**src/rtl/neuron_buffer_scheduler.sv**
```systemverilog
// Layer-pass sequencer for the neuron-buffer ping-pong pair: streams source read addresses,
// trails them with destination writes PIPE cycles later, and flips the buffer select per layer.
module neuron_buffer_scheduler #(
  parameter int unsigned depth = 3,
  parameter int unsigned A     = 11,
  parameter int unsigned PIPE  = 4
) (
  input  logic         CLK,
  input  logic         RST_N,
  input  logic         start,
  input  logic [A-1:0] numReads,
  input  logic [A-1:0] readBase,
  input  logic [A-1:0] writeBase,
  input  logic         poolCfg,
  input  logic         stall,
  output logic         busy,
  output logic         done,
  output logic         swapSel,
  output logic [A-1:0] readAddress,
  output logic         readValid,
  output logic [A-1:0] writeAddress,
  output logic         writeEnable,
  output logic         doPooling
);

  if (PIPE < 1 || depth > 16) begin : g_param_check
    $error("neuron_buffer_scheduler: PIPE must be >= 1 and depth <= 16");
  end

  typedef enum logic [1:0] {StIdle, StRead, StDrain, StFin} state_e;

  state_e          state_q, state_d;
  logic [A-1:0]    remaining_q, remaining_d;
  logic [A-1:0]    raddr_q, raddr_d;
  logic [A-1:0]    waddr_q, waddr_d;
  logic            pool_q, pool_d;
  logic            parity_q, parity_d;
  logic            swap_q, swap_d;
  logic [PIPE-1:0] vpipe_q, vpipe_d;
  logic [PIPE-1:0] drain_rest;
  logic            read_valid;
  logic            rv;
  logic            write_en;

  assign rv         = vpipe_q[PIPE-1];
  // Contents left once the oldest stage shifts out; zero means the final result is at the output.
  assign drain_rest = vpipe_q << 1;

  always_comb begin
    state_d     = state_q;
    remaining_d = remaining_q;
    raddr_d     = raddr_q;
    waddr_d     = waddr_q;
    pool_d      = pool_q;
    parity_d    = parity_q;
    swap_d      = swap_q;
    read_valid  = 1'b0;

    // In pooling mode only every second result is written; parity marks the pair's second half.
    write_en = rv & (~pool_q | parity_q);
    if (rv) begin
      parity_d = ~parity_q;
    end
    if (write_en) begin
      waddr_d = waddr_q + A'(1);
    end

    unique case (state_q)
      StIdle: begin
        if (start) begin
          raddr_d     = readBase;
          waddr_d     = writeBase;
          remaining_d = numReads;
          pool_d      = poolCfg;
          parity_d    = 1'b0;
          state_d     = (numReads == '0) ? StFin : StRead;
        end
      end
      StRead: begin
        if (!stall) begin
          read_valid  = 1'b1;
          raddr_d     = raddr_q + A'(1);
          remaining_d = remaining_q - A'(1);
          if (remaining_q == A'(1)) begin
            state_d = StDrain;
          end
        end
      end
      StDrain: begin
        if (drain_rest == '0) begin
          state_d = StFin;
        end
      end
      StFin: begin
        swap_d  = ~swap_q;
        state_d = StIdle;
      end
      default: state_d = StIdle;
    endcase

    vpipe_d = (vpipe_q << 1) | PIPE'(read_valid);
  end

  always_ff @(posedge CLK or negedge RST_N) begin
    if (!RST_N) begin
      state_q     <= StIdle;
      remaining_q <= '0;
      raddr_q     <= '0;
      waddr_q     <= '0;
      pool_q      <= 1'b0;
      parity_q    <= 1'b0;
      swap_q      <= 1'b0;
      vpipe_q     <= '0;
    end else begin
      state_q     <= state_d;
      remaining_q <= remaining_d;
      raddr_q     <= raddr_d;
      waddr_q     <= waddr_d;
      pool_q      <= pool_d;
      parity_q    <= parity_d;
      swap_q      <= swap_d;
      vpipe_q     <= vpipe_d;
    end
  end

  assign busy         = (state_q == StRead) || (state_q == StDrain);
  assign done         = (state_q == StFin);
  assign swapSel      = swap_q;
  assign readAddress  = raddr_q;
  assign readValid    = read_valid;
  assign writeAddress = waddr_q;
  assign writeEnable  = write_en;
  assign doPooling    = pool_q;

endmodule

```
**config.mk**
```make
export PLATFORM = sky130hd
export DESIGN_NAME = neuron_buffer_scheduler
export DESIGN_NICKNAME = d
export VERILOG_FILES = /design/src/rtl/neuron_buffer_scheduler.sv
export SDC_FILE = /design/constraint.sdc
export NUM_CORES = 1
export LEC_CHECK = 0
export ABC_AREA = 1
export CAP_MARGIN = 10
export CORE_MARGIN = 4
export CORE_UTILIZATION = 46
export CTS_BUF_LIST = sky130_fd_sc_hd__clkbuf_8
export DETAILED_ROUTE_END_ITERATION = 10
export PLACE_DENSITY_LB_ADDON = 0.08
export SLEW_MARGIN = 10
export SYNTH_ARGS = -nofsm -noshare
export SYNTH_HDL_FRONTEND = slang
export SYNTH_SLANG_ARGS = --single-unit
```
**constraint.sdc**
```tcl
create_clock -name CLK -period 1.7 [get_ports CLK]
set_clock_uncertainty 0.2 [all_clocks]
set_input_delay 0.17 -clock CLK [delete_from_list [all_inputs] [get_ports CLK]]
set_output_delay 0.17 -clock CLK [all_outputs]
set_load 0.05 [all_outputs]
```
==> results.sh <==
export IMPL_status="finished, violations left"
export IMPL_synth_top_cell_by_area="dfrtp_1"
export IMPL_core_region_area_sq_um=5574
export IMPL_port_buffers=65
export IMPL_antenna_found_initial=0
export IMPL_drive_gt1_frac=0.2447
export IMPL_die_width_microns=84.26
export IMPL_yosysWarnings=0
export IMPL_finalWorstSetupSlack_ns=-0.05254
export IMPL_diodes=0
export IMPL_placementRows=27
export IMPL_via_per_inst=5.186
export IMPL_use_met2=0.3709
export IMPL_nets=516
export IMPL_netlist_area_sq_um=2675
export IMPL_grt_pass1_vias=2674
export IMPL_violations="setup timing"
export IMPL_numCtsBuffers=5
export IMPL_cap_viol_max_count=0
export IMPL_synth_fp_nets=428
export IMPL_vdd_drop_max_mv=1.190
export IMPL_use_met3=0.03042
export IMPL_cellLeakagePower_uw=0.001904
export IMPL_finalCriticalPeriod_ns=1.753
export IMPL_clockBufferDepth=2
export IMPL_yosysMostFrequentCell="nand2_1"
export IMPL_critPathArrivalTime_ns=1.74
export IMPL_syn_to_final_growth_pct=52.29
export IMPL_ant_nets=0
export IMPL_synthDistinctLibCells=29
export IMPL_hold_worst_slack_ns=0.1568
export IMPL_p_per_area_nw_per_um2=2276
export IMPL_synth_area_leaders="dfrtp_1 39%, nand2_1 17%, nor2_1 7.9%"
export IMPL_setup_violations=14
export IMPL_relSlewSlack=0.7067
export IMPL_drc=0
export IMPL_start_util=0.4799
export IMPL_clk_insertion_delay_late_ns=0.30
export IMPL_max_freq_mhz=570.6
export IMPL_hold_violations=0
export IMPL_grt_first_pass_wirelength_microns=12240
export IMPL_die_area_sq_um=7100
export IMPL_critPathLaunch="state_q[0]$_DFFE_PN0P_"
export IMPL_syn_inst=381
export IMPL_timing_final_crit_share=1.031
export IMPL_die_h_microns=84.26
export IMPL_cp_endpoint="readAddress[6]$_DFFE_PN0P_"
export IMPL_synthFlopType="dfrtp_1"
export IMPL_rsz0062_at_grt="yes"
export IMPL_reg2reg_to="readAddress[6]$_DFFE_PN0P_"
export IMPL_htreeDepth=2
export IMPL_path_class="flip-flop to flip-flop"
export IMPL_critPathRequiredTime_ns=1.69
export IMPL_rr_worst_depth=7
export IMPL_grt_ovfl_total=0
export IMPL_r2r_start="state_q[0]$_DFFE_PN0P_"
export IMPL_busiest_layer="met2"
export IMPL_cts_tree="done"
export IMPL_place_congestion=0.8771
export IMPL_rrSetupSlack_ns=-0.05
export IMPL_tns_ns=-0.3526
export IMPL_post_layout_nonfiller_instances=542
export IMPL_slew_violations=0
export IMPL_worstSetupStartpointType="flip-flop"
export IMPL_grt_start_max_net_pins=43
export IMPL_worst_pin_slew_ns=0.4363
export IMPL_drt_iter0_drc=116
export IMPL_clock_sinks=42
export IMPL_dr_pass1_iters=4
export IMPL_synth_top_area_frac=0.3929
export IMPL_final_util=0.7309
export IMPL_met1_usage=0.2635
export IMPL_critPathCaptureType="flip-flop"
export IMPL_synth_sequential_area_ratio=0.3929
export IMPL_synth_seq_cells=42
export IMPL_grtUsageTotal=0.2104
export IMPL_clock_root_buffer="clkbuf_8"
export IMPL_totalWireLength_microns=7522
export IMPL_vias=2811
export IMPL_async_flop_share=1.000
export IMPL_dp_hpwl_microns=5071
export IMPL_hp_class="primary input to asynchronous set/reset pin"
export IMPL_clk_pin_slew_ns=0.09
export IMPL_n_fill_cell=450
export IMPL_wire_per_inst_microns=13.88
export IMPL_synth_commonest_cells="122 x nand2_1, 56 x nor2_1, 42 x dfrtp_1"
export IMPL_syn_avg_cell_area_sq_um=7.021
export IMPL_place_inst=527
export IMPL_cp_max_fo=8
export IMPL_io_pins=66
export IMPL_synth_edf_count=0
==> power by group <==
part           switching, uW  leakage, uW  internal (uW)
Sequential               626     0.000494           1510
Combinational           3540      0.00135           2790
Clock                    375    0.0000556            433
Total                   4540      0.00190           4730
==> kinds of logic after synthesis <==
kind of cell / count (synthesis) / synth area share
and+or+nand+nor: 222 / 0.3424
AOI/OAI and AO/OA: 53 / 0.1179
buffers and inverters: 47 / 0.07857
DFF: 42 / 0.3929
adders and majority gates: 9 / 0.04210
xor gates and xnor gates: 8 / 0.02619
==> through the flow <==
step	worst slack, ns	area (sq um)	power, uW
6_report	-0.05254	4074	9272
3_3_place_gp	-0.01586	3684	7340
2_1_floorplan	0.009531	2709	5416
4_1_cts	-0.03651	3909	8671
5_1_grt	-0.1302	4074	9913
3_5_place_dp	-0.06990	3684	7469
==> worst min path at each step <==
| stage | end | depth (start not counted) |
|---|---|---|
| 6_report | state_q[1]$_DFFE_PN0P_ | 3 |
| 5_1_grt | swapSel$_DFFE_PN0P_ | 3 |
| 4_1_cts | writeAddress[3]$_DFF_PN0_ | 3 |
| 3_5_place_dp | vpipe_q[3]$_DFF_PN0_ | 2 |
| 2_1_floorplan | doPooling$_DFFE_PN0P_ | 0 |
| 3_3_place_gp | swapSel$_DFFE_PN0P_ | 2 |
==> routing by layer <==
metal	share of wire	vias to the layer above	routed length, microns
met5	0	-	0
li1	-	1396	-
met2	0.50	93	3751
met4	0.017	0	131
met1	0.41	1310	3113
met3	0.070	12	526
==> critical path: stages, from the launching register on <==
cell and delay (ns):
dfrtp_2 0.46, ha_4 0.19, buf_4 0.17, o21ai_4 0.27
buf_12 0.17, nor2_2 0.04, o21ai_1 0.08, nand2_1 0.06
==> cell usage in the layout (no fill, tap or decap), types with 3 or more instances in the layout <==
master,netlist,routed
inv_2,3,3
nand2_2,1,8
a21oi_2,3,5
clkbuf_8,0,5
dfrtp_1,42,34
nand3_1,23,23
o21ai_2,1,4
ha_1,9,5
inv_1,34,33
buf_4,0,26
dfrtp_2,0,8
nand2_1,122,114
clkdlybuf4s50_1,0,36
xor2_1,6,6
nand3b_1,3,3
o21ai_0,28,13
o211ai_1,4,4
or2_2,4,4
ha_4,0,3
nand4_1,10,10
nor2_1,56,45
o21ai_1,0,11
a21oi_1,10,7
buf_12,0,20
nor2_2,1,10
clkbuf_16,0,3
==> registers in the layout (all words and copies together) (netlist names) <==
signal / cells
doPooling: 1
remaining_q: 11
state_q: 2
vpipe_q: 4
readAddress: 11
swapSel: 1
parity_q: 1
writeAddress: 11
==> repair_timing <==
| item | CTS | global route |
|---|---|---|
| setup endpoints to repair | 20 | 35 |
| hold endpoints to repair | 42 | 0 |
| setup buffers | 2 | 0 |
| resized for setup | 17 | 40 |
| gates cloned | 1 | 3 |
| pin swaps | 7 | 12 |
| hold buffers | 1 | 0 |
==> final cells by class <==
cell class	instances	area [sq um]	area share
multi-input cells	292	1558	0.3824
well taps	72	90.09	0.02211
clock buffers	5	68.82	0.01689
flip-flops and latches	42	1061	0.2604
repair buffers	91	1111	0.2727
inverters	37	143.9	0.03532
clock inverters	3	41.29	0.01014
Note: power is estimated with default switching activity, not from simulation.
